===== config.mk =====
export PLATFORM = sky130hd
export DESIGN_NAME = video_bar_pattern_gen_flat
export DESIGN_NICKNAME = d
export VERILOG_FILES = /design/src/rtl/video_bar_pattern_gen_if.sv /design/src/rtl/video_bar_pattern_gen.sv /design/src/flat_wrapper.sv
export SDC_FILE = /design/constraint.sdc
export NUM_CORES = 1
export LEC_CHECK = 0
export ABC_AREA = 0
export CORE_MARGIN = 2
export CORE_UTILIZATION = 30
export DETAILED_ROUTE_END_ITERATION = 12
export GPL_TIMING_DRIVEN = 0
export PLACE_DENSITY = 0.64
export SLEW_MARGIN = 10
export SYNTH_ARGS = -nofsm -noshare
export SYNTH_HDL_FRONTEND = slang
export SYNTH_SLANG_ARGS = --single-unit

===== constraint.sdc =====
create_clock -name clk_i -period 4.2 [get_ports clk_i]
set_input_delay 0.84 -clock clk_i [delete_from_list [all_inputs] [get_ports clk_i]]
set_output_delay 0.84 -clock clk_i [all_outputs]
set_load 0.02 [all_outputs]

===== src/rtl/video_bar_pattern_gen_if.sv =====
// AXI4-Stream video bundle carried between the colour-bar source and its sink.
// The master side drives the beat; the slave side drives tready only.
interface video_bar_pattern_gen_if;
  logic        tready;
  logic        tvalid;
  logic [31:0] tdata;
  logic        tuser;
  logic        tlast;
  logic [3:0]  tkeep;
  logic [3:0]  tstrb;
  logic        tid;
  logic        tdest;

  modport master (
    input  tready,
    output tvalid, tdata, tuser, tlast, tkeep, tstrb, tid, tdest
  );

  modport slave (
    output tready,
    input  tvalid, tdata, tuser, tlast, tkeep, tstrb, tid, tdest
  );
endinterface


===== src/rtl/video_bar_pattern_gen.sv =====
// Free-running colour-bar video source on AXI4-Stream, one pixel per beat.
// A raster of (x, y) counters walks active pixels and blanking; the beat is
// decoded straight from the registered counters, so there is no pipeline
// latency and a stalled beat holds its data until the sink takes it.
module video_bar_pattern_gen #(
  parameter int unsigned X_ACTIVE   = 1920,
  parameter int unsigned X_BLANKING = 280,
  parameter int unsigned Y_ACTIVE   = 1080,
  parameter int unsigned Y_BLANKING = 45,
  parameter int unsigned PX_WIDTH   = 10
) (
  input  logic                    clk_i,
  input  logic                    rst_n_i,
  video_bar_pattern_gen_if.master video
);

  localparam int unsigned X_TOTAL = X_ACTIVE + X_BLANKING;
  localparam int unsigned Y_TOTAL = Y_ACTIVE + Y_BLANKING;
  localparam int unsigned XW      = $clog2(X_TOTAL);
  localparam int unsigned YW      = $clog2(Y_TOTAL);
  localparam int unsigned BAR_W   = X_ACTIVE / 8;

  localparam logic [XW-1:0] X_ACT_END = XW'(X_ACTIVE);
  localparam logic [XW-1:0] X_ACT_LST = XW'(X_ACTIVE - 1);
  localparam logic [XW-1:0] X_END     = XW'(X_TOTAL - 1);
  localparam logic [YW-1:0] Y_ACT_END = YW'(Y_ACTIVE);
  localparam logic [YW-1:0] Y_END     = YW'(Y_TOTAL - 1);

  logic [XW-1:0] x_q, x_d;
  logic [YW-1:0] y_q, y_d;
  logic          run_q, run_d;

  logic          active;
  logic          tvalid;
  logic          advance;
  logic [2:0]    bar_idx;
  logic [2:0]    rgb_on;
  logic [31:0]   pix_data;

  assign active  = (x_q < X_ACT_END) && (y_q < Y_ACT_END);
  assign tvalid  = run_q && active;
  // Active pixels move only on a handshake; blanking free-runs once started.
  assign advance = run_q && (!active || video.tready);

  // Next raster position and the run flag that arms on the first edge after reset.
  always_comb begin
    // NOTE: every output of this block is given a default first so no path
    // leaves it unassigned, which would otherwise infer a latch.
    x_d   = x_q;
    y_d   = y_q;
    run_d = 1'b1;
    if (advance) begin
      if (x_q == X_END) begin
        x_d = '0;
        y_d = (y_q == Y_END) ? '0 : y_q + YW'(1);
      end else begin
        x_d = x_q + XW'(1);
      end
    end
  end

  // Raster state registers; reset parks the stream at (0,0) with output idle.
  always_ff @(posedge clk_i or negedge rst_n_i) begin
    // NOTE: sequential state uses non-blocking assignments so every flop
    // samples its pre-edge inputs regardless of statement order.
    if (!rst_n_i) begin
      x_q   <= '0;
      y_q   <= '0;
      run_q <= 1'b0;
    end else begin
      x_q   <= x_d;
      y_q   <= y_d;
      run_q <= run_d;
    end
  end

  // Bar index from a ladder of comparators; remainder pixels fall into bar 7.
  always_comb begin
    bar_idx = '0;
    for (int k = 1; k < 8; k++) begin
      if (32'(x_q) >= 32'(k) * BAR_W) bar_idx = 3'(k);
    end
  end

  // Which of R, G, B is full scale for each bar, white down to black.
  always_comb begin
    unique case (bar_idx)
      3'd0:    rgb_on = 3'b111; // white
      3'd1:    rgb_on = 3'b110; // yellow
      3'd2:    rgb_on = 3'b011; // cyan
      3'd3:    rgb_on = 3'b010; // green
      3'd4:    rgb_on = 3'b101; // magenta
      3'd5:    rgb_on = 3'b100; // red
      3'd6:    rgb_on = 3'b001; // blue
      default: rgb_on = 3'b000; // black
    endcase
  end

  // Pack R,G,B contiguously from bit 0; the bus reads zero whenever idle.
  always_comb begin
    pix_data = '0;
    if (tvalid) begin
      pix_data[3*PX_WIDTH-1 -: PX_WIDTH] = {PX_WIDTH{rgb_on[2]}};
      pix_data[2*PX_WIDTH-1 -: PX_WIDTH] = {PX_WIDTH{rgb_on[1]}};
      pix_data[PX_WIDTH-1:0]             = {PX_WIDTH{rgb_on[0]}};
    end
  end

  assign video.tvalid = tvalid;
  assign video.tdata  = pix_data;
  assign video.tuser  = tvalid && (x_q == '0) && (y_q == '0);
  assign video.tlast  = tvalid && (x_q == X_ACT_LST);
  assign video.tkeep  = 4'hF;
  assign video.tstrb  = 4'hF;
  assign video.tid    = 1'b0;
  assign video.tdest  = 1'b0;

endmodule


===== src/flat_wrapper.sv =====
// flat-port wrapper written by rule: the top's interface ports become plain ports
module video_bar_pattern_gen_flat 
#(
  parameter int unsigned X_ACTIVE   = 1920,
  parameter int unsigned X_BLANKING = 280,
  parameter int unsigned Y_ACTIVE   = 1080,
  parameter int unsigned Y_BLANKING = 45,
  parameter int unsigned PX_WIDTH   = 10
)
  (clk_i, rst_n_i, video_tready, video_tvalid, video_tdata, video_tuser, video_tlast, video_tkeep, video_tstrb, video_tid, video_tdest);
  video_bar_pattern_gen_if video_i ();
  input  logic clk_i;
  input  logic rst_n_i;
  input wire logic [$bits(video_i.tready)-1:0] video_tready;
  output wire logic [$bits(video_i.tvalid)-1:0] video_tvalid;
  output wire logic [$bits(video_i.tdata)-1:0] video_tdata;
  output wire logic [$bits(video_i.tuser)-1:0] video_tuser;
  output wire logic [$bits(video_i.tlast)-1:0] video_tlast;
  output wire logic [$bits(video_i.tkeep)-1:0] video_tkeep;
  output wire logic [$bits(video_i.tstrb)-1:0] video_tstrb;
  output wire logic [$bits(video_i.tid)-1:0] video_tid;
  output wire logic [$bits(video_i.tdest)-1:0] video_tdest;
  assign video_i.tready = video_tready;
  assign video_tvalid = video_i.tvalid;
  assign video_tdata = video_i.tdata;
  assign video_tuser = video_i.tuser;
  assign video_tlast = video_i.tlast;
  assign video_tkeep = video_i.tkeep;
  assign video_tstrb = video_i.tstrb;
  assign video_tid = video_i.tid;
  assign video_tdest = video_i.tdest;
  video_bar_pattern_gen #(.X_ACTIVE(X_ACTIVE), .X_BLANKING(X_BLANKING), .Y_ACTIVE(Y_ACTIVE), .Y_BLANKING(Y_BLANKING), .PX_WIDTH(PX_WIDTH)) u_core (.clk_i(clk_i), .rst_n_i(rst_n_i), .video(video_i));
endmodule

# ---- Word-level counts from Yosys, hierarchy flattened
# Index checks and enable logic that the tools add are counted.
dict set report word_totals {
  reg_bits 24
  in_bits 3
  output_inout_bits 45
  word_cells 46
}
dict set report classes {
  n_addsub 2
  n_lt_le_gt_ge 9
  eq_ne 9
  mux 11
  reduce_logical 12
}
# cell n
set ops {}
lappend ops {{$ge 12x11->1 const B} 3}
lappend ops {{$mux 30} 1}
lappend ops {{$ge 12x10->1 const B} 2}
lappend ops {{$pmux 3 s7} 1}
lappend ops {{$add 12x1->12 const B} 1}
lappend ops {{$eq 12x11->1 const B} 1}
lappend ops {{$eq 12x12->1 const B} 1}
lappend ops {{$ge 12x8->1 const B} 1}
lappend ops {{$ge 12x9->1 const B} 1}
lappend ops {{$logic_not 12->1} 1}
lappend ops {{$lt 12x11->1 const B} 1}
lappend ops {{$mux 12} 1}
lappend ops {{$mux 3} 4}
lappend ops {{$add 11x1->11 const B} 1}
lappend ops {{$eq 11x11->1 const B} 1}
lappend ops {{$logic_not 11->1} 1}
lappend ops {{$lt 11x11->1 const B} 1}
lappend ops {{$mux 11} 1}
lappend ops {{$eq 3x3->1 const B} 3}
lappend ops {{$eq 3x2->1 const B} 2}
lappend ops {{$logic_and 1x1->1} 6}
lappend ops {{$mux 2} 2}
lappend ops {{$eq 3x1->1 const B} 1}
lappend ops {{$logic_not 3->1} 1}
lappend ops {{other kinds (4)} 4}

# ---- Logic depth before layout (Yosys ltp)
# Gate-level depths: netlist (run 1).
dict set report depth {
  depth_word 11
  ltp_mapped 7
  mapped_depth_nobuf 7
}

# ---- Worst setup path after synthesis (run 1)
# Ideal clock, no wire load.
dict set report synth_path {
  path_type {register to output}
  startpoint {reg u_core.y_q[9]}
  endpoint {out video_tdata[11]}
  arrival_time_ps 2721
  required_ps 3360
  setup_slack_ps 639
  path_stages_with_launch 7
  path_cell_list {dfrtp_1 > or3_4 > o31a_1 > nor2_1 > nand2_1 > a311oi_1 > buf_4}
}
dict set report synth_via {
  elab_chain_len 4
}
# item line_no
set synth_rtl {}
lappend synth_rtl {{start: declaration} video_bar_pattern_gen.sv:30} ;# logic [YW-1:0] y_q, y_d;
lappend synth_rtl {{start signal: assignment} video_bar_pattern_gen.sv:72} ;# y_q <= y_d;
lappend synth_rtl {{$lt 11x11->1} video_bar_pattern_gen.sv:40} ;# assign active = (x_q < X_ACT_END) && (y_q < Y_ACT_END);
lappend synth_rtl {{$logic_and 1x1->1} video_bar_pattern_gen.sv:40}
lappend synth_rtl {{$logic_and 1x1->1} video_bar_pattern_gen.sv:41} ;# assign tvalid = run_q && active;
lappend synth_rtl {{$mux 30} video_bar_pattern_gen.sv:102} ;# if (tvalid) begin
lappend synth_rtl {{end: declaration} flat_wrapper.sv:16} ;# output wire logic [$bits(video_i.tdata)-1:0] video_tdata;
# Every way passes these cells.

# ---- Worst setup path after layout (run 1)
dict set report layout_path {
  startpoint {reg u_core.y_q[9]}
  endpoint {out video_tdata[24]}
}
# The elaborated chain is that of the path after synthesis.

==> key figures, run 1 <==
Timing
  • Final setup skew: 0.00479 ns
  • Minimum clock period: 3.96 ns
  • # setup viols final: 0
  • Slew HR: 54.7%
  • Setup TNS: 0 ns
  • Max-slew violations: 0
  • RSZ-0062 raised after global routing: no
  • Highest Clock Rate: 0.253 GHz
  • Slew @ Worst Pin: 0.674 ns
  • Hold Vio Cnt, Final: 0
  • Final Cycle Share: 94.3%

Synthesis
  • Synth cell types: 50
  • Syn_area_per_cell: 8.66 um^2
  • Count leader, synth: buf_4
  • Synth Instances: 216
  • Post-synthesis sequential area ratio: 32.1%
  • Post-synthesis register bit count: 24
  • Ys Warns: 0
  • Async S/R FF share, synth: 100%
  • EDFF count, synth: 0
  • Post-Syn Area: 0.00187 mm^2
  • Synth area leaders: dfrtp_1 32%, buf_4 16%, nand2_1 4.0%, o21ai_0 3.5%, and3_1 3.3%
  • List of most frequent post-synthesis cells: 39 x buf_4, 24 x dfrtp_1, 20 x nand2_1
  • Synth top area share: 32.1%
  • Largest area contributor in the netlist: dfrtp_1
  • Main synth FF type: dfrtp_1

Routing
  • First-pass DRT Iterations: 4
  • WL/cell: 11.6 um
  • Via count of the routed design: 1,609
  • Met2 Wirelength: 1.85 mm
  • Metal-1 WL: 1.80 mm
  • Top layer in use: met4
  • Vias per cell: 4.72
  • WL final: 3.97 mm
  • Routed Antenna Nets: 0
  • DR DRC count: 0
  • Iteration-0 DRC Markers: 100
  • Met3 WL: 292 um

Status
  • Outcome: complete, no violations

Min path
  • Min-delay src: u_core.y_q[7]
  • Hold Path End: u_core.y_q[7]
  • Min-delay worst type: reg -> reg
  • Hold Path Depth: 1

CTS
  • CTS H-tree lvls: 1
  • Hold_buf cts: 0
  • Worst-path clk slew: 0.09 ns
  • Skew-Pair Late Insertion Delay: 0.27 ns
  • Clock buffer depth: 2
  • Clk sinks: 24
  • Clk root buf: clkbuf_8
  • CTS tree: yes
  • Post-CTS setup buffers: 0
  • Num CTS Buffers: 3

Power and ir drop
  • Pwr dens: 302 mW/mm^2
  • Peak VDD IR: 0.000139 V
  • Leakage: 1.08 nW

Setup path
  • Worst path arrival time: 3.12 ns
  • Worst Setup End Kind: output pin
  • Worst r2r src: u_core.x_q[8]
  • CP Launch Type: flop
  • CP max stage delay: 0.60 ns
  • Register-to-Register Path Depth: 5
  • CP max-delay cell: clkdlybuf4s50_1
  • Delay-heaviest family, CP: compound AO/OA/AOI/OAI gates
  • R2r setup slk: 2.07 ns
  • FF-to-FF End: u_core.y_q[8]
  • WS Path Type: reg -> out
  • Bufs and invs on worst path: 2
  • CP cell instances: or3_4, o31a_1, nor2_1, nand2_1, a221oi_2, buf_4, clkdlybuf4s50_1
  • Req. time, crit path: 3.36 ns
  • CP max FO: 10

Place
  • DP Cell Count: 337
  • HPWL Detailed: 2.96 mm
  • Global placement routability congestion: 0.824
  • Port Buffers: 35

Final layout
  • Layout cells sized above 1: 23.3%
  • ANT cells: 0
  • Area grow syn2layout: 31.0%
  • Net count, final: 274
  • Final cell count without fillers: 341

Floorplan
  • # IOs: 48
  • Die Height: 83.0 um
  • Die Span X: 83.0 um
  • Row Count: 28
  • Die area: 0.00688 mm^2
  • Core area: 0.00599 mm^2
  • Starting Density: 31.2%

Global route
  • First-pass GRT wire length: 7.05 mm
  • Global Route Usage Sum: 11.8%
  • Initial antenna violation count: 0
  • Overflow after GRT: 0
  • Vias in the first global route: 1,487
  • Largest net degree at the start of global routing: 25

Job
  • MaxCap Viol Count: 0
[cell type report]
class	count	area (um^2)
Fill cell	595	3540
Multi-Input combinational cell	146	965
Sequential cell	24	601
Timing Repair Buffer	35	345
Buffer	49	345
Tap cell	75	93.8
Clock buffer	3	41.3
Clock inverter	1	30.0
Inverter	8	30.0
[layer usage]
layer / GRT usage (%) / vias up
li1: - / 812
met1: 15.3 / 733
met2: 20.2 / 62
met3: 2.58 / 2
met4: 2.68 / 0
met5: 0 / -
[per-stage QoR]
step	cell area (um^2)	setup slack, ns	util (%)	power [W]	hold WS (ns)
6_report	2450	0.240	40.9	0.000741	0.516
5_1_grt	2450	0.0246	40.9	0.000789	0.546
4_1_cts	2440	0.179	40.8	0.000749	0.514
3_5_place_dp	2360	0.190	39.3	0.000540	0.497
3_3_place_gp	2360	0.236	39.3	0.000535	0.488
2_1_floorplan	1910	0.639	-	0.000466	0.460
[where the power goes]
part | internal, W | switching [W]
sequential | 0.000257 | 0.0000167
clock | 0.000128 | 0.0000773
combinational | 0.000107 | 0.000156
total | 0.000491 | 0.000250
[sequential cells by signal, summed over array words and instances (netlist names)]
name / flops
u_core.x_q: 12
u_core.run_q: 1
u_core.y_q: 11
[worst reg2reg max path, cell delays in order (launching register included)]
cell and delay, ns:
dfrtp_1 0.38, buf_6 0.14, or4_4 0.56, nor4_4 0.54, nand2_2 0.18, o31ai_2 0.25
[worst max-delay path by stage]
stage | start | endpoint | cells after the start
final | u_core.y_q[9] | video_tdata[24] | 7
after global routing | u_core.y_q[9] | video_tdata[22] | 7
after CTS | u_core.y_q[9] | video_tdata[13] | 7
after detailed placement | u_core.y_q[9] | video_tdata[13] | 7
after global placement | u_core.y_q[9] | video_tdata[12] | 7
after floorplan | u_core.y_q[9] | video_tdata[11] | 6
[cells in the final DEF, fill, tap and decap left out, types with 3 or more instances in the layout]
cell,count
nor3_1,6
ha_1,4
inv_1,8
nor2_1,7
o21ai_0,13
buf_4,39
o31ai_2,3
clkbuf_8,3
nand2_1,20
nand3_1,10
clkdlybuf4s50_1,34
xnor2_1,5
nand4_1,8
dfrtp_1,24
and3_1,10
and2_1,3
clkbuf_1,8
conb_1,13
o31ai_1,3
[logic make-up (layout without fill, tap and decap cells)]
family	count (synthesis)	after routing	share of synthesized area, %
AND/OR/NAND/NOR	81	81	25.3
buffers and inverters	57	96	20.1
XOR/XNOR	6	6	2.81
adder cells (fa/ha/maj)	4	4	2.68
flip-flops	24	24	32.1
AO/OA/AOI/OAI	38	38	14.4
other	2	13	0.401
multiplexers	4	4	2.27
[repair_timing]
item / CTS / global route
gates cloned: 0 / 0
endpoints found under the setup margin: 29 / 4
gates resized for setup: 3 / 1
(Power assumes the default switching activity.)
==> run 2: changes to the inputs <==
--- a/config.mk
+++ b/config.mk
@@ -8,6 +8,7 @@
 export ABC_AREA = 0
 export CORE_MARGIN = 2
 export CORE_UTILIZATION = 30
+export CTS_CLUSTER_DIAMETER = 100
 export DETAILED_ROUTE_END_ITERATION = 12
 export GPL_TIMING_DRIVEN = 0
 export PLACE_DENSITY = 0.64
==> results of run 2 <==
The final DEF is identical to that of run 1; final timing and power are the same.
